<file path="src/rtl/freq_detector_hyst.sv">
`timescale 1ns/1ps
// freq_detector_hyst
// Measures the period of a signed ADC stream in adc_clk cycles. A Schmitt
// trigger with runtime hysteresis finds rising zero crossings, 2^AVG_LOG2
// periods are averaged per result, stability is judged against a runtime
// tolerance, and loss of signal is declared on period-counter saturation.
//
// Ports
//   adc_clk      : clock, rising edge
//   rst_n        : asynchronous active-low reset
//   data_in      : signed ADC sample, DATA_WIDTH bits
//   hyst         : unsigned hysteresis half-width, DATA_WIDTH-1 bits
//   tol          : unsigned stability tolerance in cycles
//   period       : latest averaged period in cycles
//   period_valid : one-cycle pulse when period updates
//   stable       : averaged period steady within tol
//   no_signal    : no crossing for 2^CNT_WIDTH-1 cycles
module freq_detector_hyst #(
  parameter int unsigned DATA_WIDTH    = 12,
  parameter int unsigned CNT_WIDTH     = 16,
  parameter int unsigned AVG_LOG2      = 2,
  parameter int unsigned STABLE_CYCLES = 3,
  parameter int unsigned TOL_WIDTH     = 8
) (
  input  logic                         adc_clk,
  input  logic                         rst_n,
  input  logic signed [DATA_WIDTH-1:0] data_in,
  input  logic        [DATA_WIDTH-2:0] hyst,
  input  logic        [TOL_WIDTH-1:0]  tol,
  output logic        [CNT_WIDTH-1:0]  period,
  output logic                         period_valid,
  output logic                         stable,
  output logic                         no_signal
);

  localparam int unsigned ACC_W = CNT_WIDTH + AVG_LOG2;
  localparam int unsigned NS_W  = AVG_LOG2 + 1;
  localparam int unsigned MW    = $clog2(STABLE_CYCLES + 1);
  localparam int unsigned CMP_W = (CNT_WIDTH > TOL_WIDTH) ? CNT_WIDTH : TOL_WIDTH;

  localparam logic [CNT_WIDTH-1:0] CNT_MAX    = '1;
  localparam logic [NS_W-1:0]      NSAMP_LAST = NS_W'((2 ** AVG_LOG2) - 1);
  localparam logic [MW-1:0]        MATCH_MAX  = MW'(STABLE_CYCLES);

  typedef enum logic {S_UNARMED, S_ARMED} arm_t;

  arm_t                   state_q, state_d;
  logic                   sch_q, sch_d, sch_prev_q;
  logic [CNT_WIDTH-1:0]   cnt_q, cnt_d;
  logic [ACC_W-1:0]       sum_q, sum_d;
  logic [NS_W-1:0]        nsamp_q, nsamp_d;
  logic [MW-1:0]          match_q, match_d;
  logic [CNT_WIDTH-1:0]   prev_q, prev_d;
  logic                   first_q, first_d;
  logic [CNT_WIDTH-1:0]   period_q, period_d;
  logic                   valid_q, valid_d;
  logic                   stable_q, stable_d;
  logic                   nosig_q, nosig_d;

  logic signed [DATA_WIDTH:0] data_ext, hyst_pos, hyst_neg;
  logic                       edge_p, cnt_at_max, within_tol;
  logic [CNT_WIDTH-1:0]       sample, avg, diff;
  logic [ACC_W-1:0]           sum_total;

  assign data_ext = {data_in[DATA_WIDTH-1], data_in};
  assign hyst_pos = {2'b00, hyst};
  assign hyst_neg = -hyst_pos;

  assign edge_p     = sch_q & ~sch_prev_q;
  assign cnt_at_max = (cnt_q == CNT_MAX);
  // Edge coinciding with saturation reports the saturated count, not a wrap.
  assign sample     = cnt_at_max ? CNT_MAX : cnt_q + 1'b1;
  assign sum_total  = sum_q + ACC_W'(sample);
  assign avg        = CNT_WIDTH'(sum_total >> AVG_LOG2);
  assign diff       = (avg >= prev_q) ? avg - prev_q : prev_q - avg;
  assign within_tol = (CMP_W'(diff) <= CMP_W'(tol));

  always_comb begin
    sch_d    = sch_q;
    state_d  = state_q;
    cnt_d    = cnt_q + 1'b1;
    sum_d    = sum_q;
    nsamp_d  = nsamp_q;
    match_d  = match_q;
    prev_d   = prev_q;
    first_d  = first_q;
    period_d = period_q;
    valid_d  = 1'b0;
    nosig_d  = nosig_q;

    if (data_ext > hyst_pos)      sch_d = 1'b1;
    else if (data_ext < hyst_neg) sch_d = 1'b0;

    if (edge_p) begin
      cnt_d = '0;
      if (state_q == S_UNARMED) begin
        state_d = S_ARMED;
        nosig_d = 1'b0;
        first_d = 1'b1;
      end else if (nsamp_q == NSAMP_LAST) begin
        period_d = avg;
        valid_d  = 1'b1;
        sum_d    = '0;
        nsamp_d  = '0;
        prev_d   = avg;
        first_d  = 1'b0;
        if (first_q)                 match_d = '0;
        else if (!within_tol)        match_d = '0;
        else if (match_q != MATCH_MAX) match_d = match_q + 1'b1;
      end else begin
        sum_d   = sum_total;
        nsamp_d = nsamp_q + 1'b1;
      end
    end else if (cnt_at_max) begin
      state_d = S_UNARMED;
      nosig_d = 1'b1;
      cnt_d   = '0;
      sum_d   = '0;
      nsamp_d = '0;
      match_d = '0;
    end

    stable_d = (match_d == MATCH_MAX);
  end

  always_ff @(posedge adc_clk or negedge rst_n) begin
    if (!rst_n) begin
      state_q    <= S_UNARMED;
      sch_q      <= 1'b0;
      sch_prev_q <= 1'b0;
      cnt_q      <= '0;
      sum_q      <= '0;
      nsamp_q    <= '0;
      match_q    <= '0;
      prev_q     <= '0;
      first_q    <= 1'b0;
      period_q   <= '0;
      valid_q    <= 1'b0;
      stable_q   <= 1'b0;
      nosig_q    <= 1'b0;
    end else begin
      state_q    <= state_d;
      sch_q      <= sch_d;
      sch_prev_q <= sch_q;
      cnt_q      <= cnt_d;
      sum_q      <= sum_d;
      nsamp_q    <= nsamp_d;
      match_q    <= match_d;
      prev_q     <= prev_d;
      first_q    <= first_d;
      period_q   <= period_d;
      valid_q    <= valid_d;
      stable_q   <= stable_d;
      nosig_q    <= nosig_d;
    end
  end

  assign period       = period_q;
  assign period_valid = valid_q;
  assign stable       = stable_q;
  assign no_signal    = nosig_q;

endmodule

</file>
<file path="config.mk">
export PLATFORM = sky130hd
export DESIGN_NAME = freq_detector_hyst
export DESIGN_NICKNAME = d
export VERILOG_FILES = /design/src/rtl/freq_detector_hyst.sv
export SDC_FILE = /design/constraint.sdc
export NUM_CORES = 1
export LEC_CHECK = 0
export ABC_CLOCK_PERIOD_IN_PS = 13890
export CORE_UTILIZATION = 40
export DETAILED_ROUTE_END_ITERATION = 8
export SYNTH_ARGS = -nofsm -noshare
export SYNTH_HDL_FRONTEND = slang
export SYNTH_SLANG_ARGS = --single-unit
</file>
<file path="constraint.sdc">
create_clock -name adc_clk -period 13.89 [get_ports adc_clk]
set_input_delay 2.0835 -clock adc_clk [delete_from_list [all_inputs] [get_ports adc_clk]]
set_output_delay 2.0835 -clock adc_clk [all_outputs]
set_load 0.02 [all_outputs]
</file>
* Word level (Yosys, flattened, before mapping)
Index checks and enable logic that the tools add are counted.
** Storage, ports and cells
- Register bits after elaboration :: 62
- Input port bits :: 33
- Output and inout port bits :: 19
** Operators by class
- Equal/unequal tests :: 7
- Muxes and demuxes :: 31
- Reduce and logical (&&, ||, !) cells :: 6
- Order comparisons :: 4
- Add/subtract/negate cells :: 7
- Bitwise logic cells :: 2
** Operator list (number)
- $mux 18 :: 4
- $mux 16 :: 4
- $sub 16x16->16 :: 2
- $add 18x16->18 :: 1
- $add 16x1->16 const B :: 1
- $eq 16x16->1 const B :: 1
- $ge 16x16->1 :: 1
- $le 16x8->1 :: 1
- $mux 2 :: 7
- $lt 12x13->1 :: 1
- $neg 11->13 :: 1
- $gt 12x12->1 :: 1
- $mux 1 :: 12
- $mux 3 :: 4
- $ne 2x2->1 const B :: 3
- $reduce_and 2->1 :: 3
- $reduce_bool 2->1 :: 2
- $add 3x1->3 const B :: 1
- $eq 3x2->1 const B :: 1
- $reduce_and 3->1 :: 1
- $add 2x1->2 const B :: 1
- $eq 2x2->1 const B :: 1
- $ne 2x1->1 const B :: 1
- $and 1x1->1 :: 1
- $not 1->1 :: 1

* Longest topological paths before layout
Gate-level depths: netlist (run 1).
- Word-level depth :: 12
- Gate-level depth with buffers :: 38
- Mapped depth without buffers :: 36

* Worst setup path before layout (run 1)
OpenSTA, ideal clock, no wires.
- Path type :: reg2reg
- Start point :: reg cnt_q[0]
- End point :: reg match_q[1]
- Setup time :: 82 ps
- Stages on the path, launching flop included :: 38
- Buffers on the path :: 2
- Data arrival time :: 6847 ps
- Slack :: 6961 ps
- Clock period less this slack :: 6929 ps
- Cell sequence :: dfrtp_1 -> ha_1 -> nand2_1 -> nor2_1 -> nand3_1 -> nand2_1 -> ha_1 -> inv_1 -> fa_1 -> nor2b_1 -> o21ai_1 -> a21boi_2 -> o211ai_1 -> a21bo_1 -> a311oi_2 -> nand4_1 -> a41oi_2 -> xor2_2 -> [... 2 more ...] -> nand3_1 -> a211oi_2 -> a211oi_2 -> buf_6 -> buf_2 -> a211oi_1 -> a31oi_1 -> xor2_1 -> ha_1 -> nand4_1 -> nand2b_1 -> a21oi_1 -> or4b_4 -> or3_1 -> nand3_1 -> nand2_1 -> nand4b_4 -> o22ai_1
** On the way
- Word-level cells in the longest chain between the ends :: 11
- Elaborated cells between the ends (all ways) :: 15
** Ends and longest elaborated chain
- start, declared :: RTL line 49 : logic [CNT_WIDTH-1:0] cnt_q, cnt_d;
- start signal, assigned :: RTL line 145 : cnt_q <= cnt_d;
- $add 16x1->16 or $eq 16x16->1 (tied branches) :: RTL line 72, 70
- $mux 16 (*) :: RTL line 72 : assign sample = cnt_at_max ? CNT_MAX : cnt_q + 1'b1;
- $add 18x16->18 (*) :: RTL line 73 : assign sum_total = sum_q + ACC_W'(sample);
- via sum_total[16] :: RTL line 63 : logic [ACC_W-1:0] sum_total;
- $sub 16x16->16 or $ge 16x16->1 (tied branches) :: RTL line 75 : assign diff = (avg >= prev_q) ? avg - prev_q : prev_q - avg;
- $mux 16 (*) :: RTL line 75
- $le 16x8->1 (*) :: RTL line 76 : assign within_tol = (CMP_W'(diff) <= CMP_W'(tol));
- $mux 2 (*) :: RTL line 108 : else if (!within_tol) match_d = '0;
- $mux 2 (*) :: RTL line 107 : if (first_q) match_d = '0;
- $mux 2 (*) :: RTL line 100 : end else if (nsamp_q == NSAMP_LAST) begin
- $mux 2 (*) :: RTL line 96 : if (state_q == S_UNARMED) begin
- $mux 2 (*) :: RTL line 94 : if (edge_p) begin
- via match_d[1] :: RTL line 52 : logic [MW-1:0] match_q, match_d;
- end signal, assigned :: RTL line 148 : match_q <= match_d;
- end, declared :: RTL line 52
The timed path passes the listed nets; every way through them passes the cells marked *.
A chain may end at the register's enable or synchronous reset.

* Worst setup path in the final report (run 1)
Same ends and word-level chain as after synthesis.

==> flow_summary.yaml, run 1 <==
global_routing:
  grt_max_degree: 63
  grt_pass1_wl_mm: 23.5
  grt_overflow: 0
  gr-usage-all-layers_pct: 19.8
  grt_pass1_vias: 4939
  antenna_found_initial: 0
synthesis:
  synth_nets: 835
  synth.avg_cell_area_um2: 8.25
  synth_edf_count: 0
  async_flop_share_pct: 100
  ys_ff_latch: 62
  syn_area_um2: 5910
  ys.warnings.count: 0
  synth_seq_area_share_pct: 26.2
  yosysUniqueCellTypes: 70
  synthFlopType: "dfrtp_1"
  netlist_instances: 717
sta:
  finalHoldViolations: 0
  finalCritPeriodShare_pct: 60.8
  fin_tns_setup_ps: 0
  final_max_slew_viol_count: 0
  fin_crit_ps: 8440
  worstMarginPinSlew_ps: 907
  skew_ps: 10.4
  finalSetupViolations: 0
  slew_headroom_pct: 39.6
  fmax_ghz: 0.118
  rsz0062_at_grt: "no"
floorplanning:
  io-pin-count: 52
  start_util_pct: 40.8
  row_count: 44
  fp.dieH_um: 124
  core_um2: 14500
  die_w_um: 124
  die-area_um2: 15300
finish:
  layout.nets: 876
  drive_gt1_share_pct: 5.64
  regArea_um2: 1550
  diodes: 0
  fill_cells: 1376
  multi_input_area_um2: 3980
  syn_to_final_growth_pct: 15.9
setup_path:
  reg2reg_to: "match_q[1]"
  criticalPathCategory: "register to register"
  worstReg2RegStart: "cnt_q[0]"
  max_stage_delay_ps: 590
  cp.required_ps: 14150
  critPathMostFrequentCell: "ha_1"
  crit_slowest_cell: "a211oi_2"
  rrSetupSlack_ps: 5450
  cp_max_fo: 19
  cp.arrival_ps: 8710
  worst_setup_path_start_kind: "register"
  end_kind: "register"
  reg2regPathDepth: 36
placement:
  port-buffer-count: 51
  post-dp-hpwl_mm: 11.1
  gp_congestion: 0.871
detailed_routing:
  route.detailed.drc: 0
  vias: 5085
  ant_nets: 0
  wire_per_inst_um: 14.8
  drt-pass1-iter-count: 7
  drt-total-wl_mm: 14.0
  via_per_inst: 5.37
  drt_iter0_drc: 285
pwr:
  power_density_nw_per_um2: 249
  peakVddDrop_mv: 0.132
  seqPwrFrac_pct: 13.4
  power.total_w: 0.00170
  power.share.clock_pct: 14.1
  p_switching_w: 0.000779
  power_frac_comb_pct: 72.5
  intPower_w: 0.000924
  leakagePower_nw: 3.31
  netSwitchingFraction_pct: 45.7
run_status:
  outcome: "finished, final reports clean"
flow_run:
  cap_violations: 0
worst_hold_path:
  min_from: "sch_q"
  holdPathStages: 0
  hp-class: "register to register"
  min_to: "sch_prev_q"
cts:
  clock_latency_ps: 340
  post_cts.repair.setup_buffers: 0
  cts_num_sinks: 62
  root_buffer: "clkbuf_16"
  clkTransAtPathRegs_ps: 60
  cts_tree: "done"
  cts_hold_buffers: 0
  numCtsBuffers: 9
  htree_levels: 3
  cts_resized: 0
  clk_path_buf_depth: 2
==> worst max-delay path, delay by kind of cell, from the launching register on <==
kind / cells / cell delay, ps
compound gates: 15 / 2590
xor+xnor: 2 / 500
fa+ha+maj: 5 / 1570
buf+inv: 2 / 370
flops: 1 / 420
simple gates: 12 / 2900
==> state kept, by name, indices dropped and copies added, names as in the netlist <==
name / flops
state_q: 1
stable: 1
period: 16
nsamp_q: 3
no_signal: 1
cnt_q: 16
match_q: 2
sum_q: 18
period_valid: 1
sch_prev_q: 1
sch_q: 1
first_q: 1
==> power by group through the flow <==
stage	combinational (W)	sequential [W]	clock, W
2_1_floorplan	0.000986	0.000232	0
3_3_place_gp	0.00120	0.000231	0
3_5_place_dp	0.00123	0.000232	0
4_1_cts	0.00124	0.000230	0.000247
5_1_grt	0.00139	0.000234	0.000253
6_report	0.00123	0.000229	0.000240
==> worst max path at each step <==
| stage | start | to | slack (ps) |
|---|---|---|---|
| 6_report | cnt_q[0] | match_q[1] | 5450 |
| 5_1_grt | cnt_q[0] | match_q[1] | 4710 |
| 4_1_cts | cnt_q[0] | match_q[1] | 5430 |
| 3_5_place_dp | cnt_q[0] | match_q[1] | 5450 |
| 3_3_place_gp | cnt_q[0] | stable | 5830 |
| 2_1_floorplan | cnt_q[0] | match_q[1] | 6960 |
==> logic make-up after synthesis <==
kind of cell / share of synthesized area, %
flip-flops: 26.2
AND/OR/NAND/NOR: 19.1
buffers and inverters: 6.52
adder cells (fa/ha/maj): 18.4
multiplexers: 2.09
XOR/XNOR: 7.53
AO/OA/AOI/OAI: 20.1
==> metal layers <==
layer | routed length [um] | GRT usage [%] | vias up
met2 | 6370 | 31.6 | 116
met3 | 517 | 2.43 | 15
li1 | - | - | 2563
met5 | 0 | 0 | -
met1 | 6840 | 26.8 | 2391
met4 | 291 | 8.51 | 0
==> cells in the final DEF, fill, tap and decap left out, drive strengths merged, types with 15 or more instances in the layout <==
cell	synthesis	final
nand2	91	91
ha	82	82
xnor2	27	27
o21ai	61	61
nor2	50	50
inv	66	66
xor2	23	23
nand3	23	23
a21oi	46	46
dfrtp	62	62
clkdlybuf4s50	0	50
a21o	19	19
o21a	15	15
==> synthesized netlist by cell type, types with 4 or more instances <==
master | n | share of area (%)
nor2_1 | 50 | 3.2
inv_1 | 66 | 4.2
buf_6 | 4 | 0.76
buf_2 | 8 | 0.68
and3_1 | 10 | 1.1
xnor2_1 | 27 | 4.0
nand4_1 | 7 | 0.74
ha_1 | 82 | 17
o21ai_1 | 10 | 0.85
xor2_1 | 22 | 3.3
a21oi_1 | 44 | 3.7
nand2b_1 | 9 | 0.95
a31oi_1 | 4 | 0.42
a21o_1 | 19 | 2.4
mux2i_1 | 9 | 1.5
o21ai_0 | 49 | 4.1
a211oi_1 | 4 | 0.51
nor2b_1 | 6 | 0.63
nor3_1 | 10 | 0.85
dfrtp_1 | 62 | 26
and2_1 | 4 | 0.42
clkbuf_1 | 10 | 0.63
o21a_1 | 15 | 1.9
o211ai_1 | 4 | 0.51
nand3_1 | 23 | 1.9
nand2_1 | 91 | 5.8
==> final cells by class <==
type	instances	share of cell area [%]
Sequential cell	62	22.6
Timing Repair Buffer	54	7.70
Tap cell	184	3.36
Multi-Input combinational cell	565	58.1
Clock buffer	10	3.34
Clock inverter	6	1.26
Inverter	66	3.61
==> metrics by stage <==
stage | hold slack, ps | worst slack (ps) | utilization, % | cell area [um2] | cells
detailed placement | 422 | 5450 | 45.2 | 6540 | 931
CTS | 442 | 5430 | 47.3 | 6850 | 947
floorplan | 383 | 6960 | - | 5910 | 717
finish | 434 | 5450 | 47.3 | 6850 | 947
global placement | 410 | 5830 | 45.2 | 6540 | 931
global route | 460 | 4710 | 47.3 | 6850 | 947
No activity file was read; power rests on OpenSTA's default activity.
==> run 2, diff against run 1 <==
--- a/config.mk
+++ b/config.mk
@@ -5,7 +5,7 @@
 export SDC_FILE = /design/constraint.sdc
 export NUM_CORES = 1
 export LEC_CHECK = 0
-export ABC_CLOCK_PERIOD_IN_PS = 13890
+export ABC_CLOCK_PERIOD_IN_PS = 6900
 export CORE_UTILIZATION = 40
 export DETAILED_ROUTE_END_ITERATION = 8
 export SYNTH_ARGS = -nofsm -noshare
==> constraint.sdc (replaced) <==
create_clock -name adc_clk -period 6.9 [get_ports adc_clk]
set_input_delay 1.035 -clock adc_clk [delete_from_list [all_inputs] [get_ports adc_clk]]
set_output_delay 1.035 -clock adc_clk [all_outputs]
set_load 0.02 [all_outputs]
==> run 2 against run 1 <==
Against the previous run:
- utilization increased by 2.7 points
- wire length up 5.0%
- first-iteration DRC count grew 28%
- setup slack got worse by 5400 ps
- critical path type unchanged
- highest routed layer unchanged
==> flow_summary.yaml, run 2 (synthesis gave the netlist of run 1 again) <==
run_status:
  outcome: "finished, final reports clean"
setup_path:
  criticalPathCategory: "register to register"
  end_kind: "register"
  worst_setup_path_start_kind: "register"
  cp.arrival_ps: 7080
  crit_slowest_cell: "or4b_4"
  rrSetupSlack_ps: 70
  max_stage_delay_ps: 570
  worstReg2RegStart: "cnt_q[11]"
  reg2reg_to: "match_q[1]"
  cp.required_ps: 7150
  reg2regPathDepth: 33
  critPathMostFrequentCell: "a21o_1"
  cp_max_fo: 6
cts:
  clock_latency_ps: 340
  numCtsBuffers: 9
  root_buffer: "clkbuf_16"
  cts_tree: "done"
  clk_path_buf_depth: 2
  clkTransAtPathRegs_ps: 50
  cts_num_sinks: 62
  htree_levels: 3
pwr:
  leakagePower_nw: 3.49
  power.share.clock_pct: 12.0
  netSwitchingFraction_pct: 45.5
  power_density_nw_per_um2: 506
  peakVddDrop_mv: 0.283
  seqPwrFrac_pct: 12.6
  p_switching_w: 0.00167
  power.total_w: 0.00367
  power_frac_comb_pct: 75.4
  intPower_w: 0.00200
floorplanning:
  die_w_um: 124
  die-area_um2: 15300
  core_um2: 14500
  start_util_pct: 40.8
  io-pin-count: 52
  row_count: 44
  fp.dieH_um: 124
global_routing:
  grt_overflow: 0
  grt_max_degree: 63
  grt_pass1_wl_mm: 24.1
  antenna_found_initial: 0
  grt_pass1_vias: 5002
  gr-usage-all-layers_pct: 20.3
sta:
  skew_ps: 11.4
  rsz0062_at_grt: "yes"
  fmax_ghz: 0.146
  finalSetupViolations: 0
  slew_headroom_pct: 38.5
  finalCritPeriodShare_pct: 99.0
  worstMarginPinSlew_ps: 922
  whs_ps: 425
  fin_tns_setup_ps: 0
  fin_crit_ps: 6830
  final_max_slew_viol_count: 0
  finalHoldViolations: 0
placement:
  gp_congestion: 0.910
  port-buffer-count: 51
  post-dp-hpwl_mm: 11.4
detailed_routing:
  drt_iter0_drc: 366
  via_per_inst: 5.28
  vias: 5156
  wire_per_inst_um: 15.1
  ant_nets: 0
  drt-pass1-iter-count: 4
  route.detailed.drc: 0
  drt-total-wl_mm: 14.7
finish:
  layout.nets: 906
  drive_gt1_share_pct: 12.5
  final_cell_mix: "89 x nand2_1, 78 x ha_1, 65 x inv_1"
  diodes: 0
  largest_register_ffs: 18
  layout_commonest_cell: "nand2_1"
  multi_input_area_um2: 4170
  syn_to_final_growth_pct: 22.4
  top_register: "sum_q"
  regArea_um2: 1550
  final_core_util_pct: 50.0
  fill_cells: 1346
worst_hold_path:
  holdPathStages: 0
  hp-class: "register to register"
  min_from: "sch_q"
  min_to: "sch_prev_q"
flow_run:
  cap_violations: 0
run 2: per-stage QoR:
step                setup slack [ps]  cells  instance area [um2]
global placement                 103    946                 6660
floorplan                       29.4    717                 5920
global route                    -329    976                 7240
CTS                             7.88    965                 7000
detailed placement              -167    946                 6660
finish                          72.3    976                 7240
run 2: worst max path at each step:
stage / end / cells past startpoint / startpoint / slack (ps)
floorplan: match_q[1] / 37 / cnt_q[0] / 30
global placement: match_q[1] / 36 / cnt_q[5] / 100
detailed placement: match_q[1] / 36 / cnt_q[5] / -170
CTS: match_q[1] / 36 / cnt_q[6] / 8
global route: match_q[1] / 34 / cnt_q[6] / -330
finish: match_q[1] / 33 / cnt_q[11] / 70
run 2: what timing repair did:
item	CTS	global route
endpoints found under the setup margin	3	3
setup buffers	4	10
hold buffers	0	0
resized for setup	8	32
pin swaps	4	27
cloned	0	1
run 2: cell type report:
type	count	area share, %
Clock inverter	2	0.225
Multi-Input combinational cell	565	57.6
Clock buffer	13	3.73
Tap cell	184	3.18
Inverter	66	3.42
Sequential cell	62	21.4
Timing Repair Buffer	84	10.5
run 2: layer usage:
| metal | up-vias | wire length (um) | global-route usage [%] |
|---|---|---|---|
| met4 | 0 | 206 | 5.72 |
| met1 | 2452 | 7290 | 28.0 |
| li1 | 2617 | - | - |
| met5 | - | 0 | 0 |
| met2 | 74 | 6820 | 32.3 |
| met3 | 13 | 401 | 3.75 |
run 2: worst max-delay path, delay by kind of cell (launching register included):
family,cells,cell delay (ps)
compound gates,12,2390
simple gates,13,2220
fa+ha+maj,3,850
flops,1,410
xor+xnor,2,390
buf+inv,2,280
mux,1,200
run 2: power groups by stage:
stage	sequential, W	combinational (W)	clock (W)
2_1_floorplan	0.000467	0.00199	0
3_3_place_gp	0.000463	0.00248	0
3_5_place_dp	0.000465	0.00254	0
4_1_cts	0.000461	0.00257	0.000450
5_1_grt	0.000470	0.00308	0.000462
6_report	0.000462	0.00277	0.000438
==> run 3, diff against run 2 <==
--- a/config.mk
+++ b/config.mk
@@ -5,9 +5,11 @@
 export SDC_FILE = /design/constraint.sdc
 export NUM_CORES = 1
 export LEC_CHECK = 0
+export ABC_AREA = 0
 export ABC_CLOCK_PERIOD_IN_PS = 6900
 export CORE_UTILIZATION = 40
 export DETAILED_ROUTE_END_ITERATION = 8
+export GPL_ROUTABILITY_DRIVEN = 0
 export SYNTH_ARGS = -nofsm -noshare
 export SYNTH_HDL_FRONTEND = slang
 export SYNTH_SLANG_ARGS = --single-unit
==> run 3 against run 2 <==
Against the previous run:
- the flow now finishes with violations (negative setup slack)
- critical path depth rose by 3
- wire length shrank 0.65%
- combinational power about the same
- setup slack lost 78 ps
- critical path type unchanged
- cell area rose by 0.33%
- via count increased by 0.66%
- clock power grew 4.6%
==> flow_summary.yaml, run 3 (synthesis gave the netlist of run 1 again) <==
sta:
  final_max_slew_viol_count: 0
  fin_crit_ps: 6910
  skew_ps: 11.1
  finalHoldViolations: 0
  worstMarginPinSlew_ps: 971
  slew_headroom_pct: 35.3
  fmax_ghz: 0.145
  finalSetupViolations: 1
  finalCritPeriodShare_pct: 100
  rsz0062_at_grt: "yes"
  fin_ws_ps: -5.38
floorplanning:
  row_count: 44
  core_um2: 14500
  fp.dieH_um: 124
  start_util_pct: 40.8
  die-area_um2: 15300
  die_w_um: 124
  io-pin-count: 52
cts:
  root_buffer: "clkbuf_16"
  cts_tree: "done"
  numCtsBuffers: 9
  clock_latency_ps: 340
  cts_num_sinks: 62
  htree_levels: 3
  clk_path_buf_depth: 2
  clkTransAtPathRegs_ps: 60
global_routing:
  met1_usage_pct: 27.3
  antenna_found_initial: 0
  use_met3_pct: 2.47
  grt_pass1_wl_mm: 23.5
  grt_max_degree: 63
  busiest_layer: "met2"
  use_met2_pct: 31.8
  grt_pass1_vias: 4954
  grt_overflow: 0
  gr-usage-all-layers_pct: 19.7
setup_path:
  crit_slowest_cell: "or4b_4"
  cp_max_fo: 7
  criticalPathCategory: "register to register"
  max_stage_delay_ps: 570
  cp.required_ps: 7160
  end_kind: "register"
  worst_setup_path_start_kind: "register"
  cp.arrival_ps: 7170
finish:
  drive_gt1_share_pct: 12.7
  layout_commonest_cell: "nand2_1"
  final_cell_mix: "89 x nand2_1, 76 x ha_1, 65 x inv_1"
  final_core_util_pct: 50.2
  fill_cells: 1381
  largest_register_ffs: 18
  syn_to_final_growth_pct: 22.8
  diodes: 0
  top_register: "sum_q"
  layout.nets: 906
placement:
  place_ws_ps: -95.4
  post-dp-hpwl_mm: 11.4
  port-buffer-count: 51
pwr:
  power_density_nw_per_um2: 508
  seqPwrFrac_pct: 12.5
  leakagePower_nw: 3.48
  peakVddDrop_mv: 0.257
  p_switching_w: 0.00167
  power.share.clock_pct: 12.4
  intPower_w: 0.00202
  power_frac_comb_pct: 75.1
  netSwitchingFraction_pct: 45.4
detailed_routing:
  route.detailed.drc: 0
  drt_iter0_drc: 380
  vias: 5190
  drt-total-wl_mm: 14.6
  via_per_inst: 5.31
  ant_nets: 0
  drt-pass1-iter-count: 5
  wire_per_inst_um: 15.0
worst_hold_path:
  hp-class: "register to register"
run_status:
  outcome: "finished, violations left"
  violations: "negative setup slack"
flow_run:
  cap_violations: 0
[run 3: cell count changes in the layout (fill, tap and decap cells not counted), moves of 2 or more]
cell      delta
and3_1       +3
and3_4       -2
buf_4        -2
clkinv_2     +3
ha_1         -2
ha_4         +2
[run 3: path summary, 6_finish.rpt]
check	start	to	slack (ps)	cells after the start
worst min register to register	sch_q	sch_prev_q	420	0
worst max register to register	cnt_q[5]	match_q[1]	-5	36
min in group asynchronous	rst_n	stable	860	2
worst min-delay path	sch_q	sch_prev_q	420	0
worst max-delay path	cnt_q[5]	match_q[1]	-5	36
max in group asynchronous	rst_n	sum_q[2]	5500	2
[run 3: cell type report]
| cell class | count | area [um2] | share of cell area [%] |
|---|---|---|---|
| multi-input cells | 565 | 4180 | 57.5 |
| flip-flops and latches | 62 | 1550 | 21.4 |
| repair buffers | 84 | 758 | 10.4 |
| clock buffers | 12 | 256 | 3.53 |
| inverters | 66 | 248 | 3.41 |
| well taps | 184 | 230 | 3.17 |
| clock inverters | 4 | 45.0 | 0.620 |
[run 3: timing repair]
action	4_1_cts	5_1_grt
setup buffers	1	12
cloned	0	1
setup endpoints to repair	3	3
hold endpoints to repair	0	0
gates resized for setup	5	34
hold buffers	0	0
pin swaps	2	27
[run 3: metrics by stage]
step	instance area, um2	TNS (ps)	cells	hold slack (ps)	total power (W)
final	7270	-5.38	977	422	0.00369
after global placement	6660	0	947	416	0.00294
after floorplan	5920	0	717	383	0.00245
after global routing	7270	-1170	977	442	0.00403
after detailed placement	6660	-231	947	430	0.00302
after CTS	6980	0	964	432	0.00351
[run 3: power by group through the flow]
stage / logic [W] / clock network [W] / registers [W]
after floorplan: 0.00199 / 0 / 0.000467
after global placement: 0.00247 / 0 / 0.000463
after detailed placement: 0.00256 / 0 / 0.000465
after CTS: 0.00258 / 0.000471 / 0.000459
after global routing: 0.00308 / 0.000485 / 0.000470
final: 0.00277 / 0.000458 / 0.000462
[run 3: worst max-delay path, delay by kind of cell (launching register included)]
kind                     cells  cell delay, ps
adder cells (fa/ha/maj)      3             900
AO/OA/AOI/OAI               12            1870
flip-flops                   1             380
AND/OR/NAND/NOR             15            2710
buffers and inverters        4             570
XOR/XNOR                     2             400
[run 3: layer usage]
layer	wire length, um	share of wire, %
met1	7350	50
met2	6710	46
met3	338	2.3
met4	228	1.6
met5	0	0
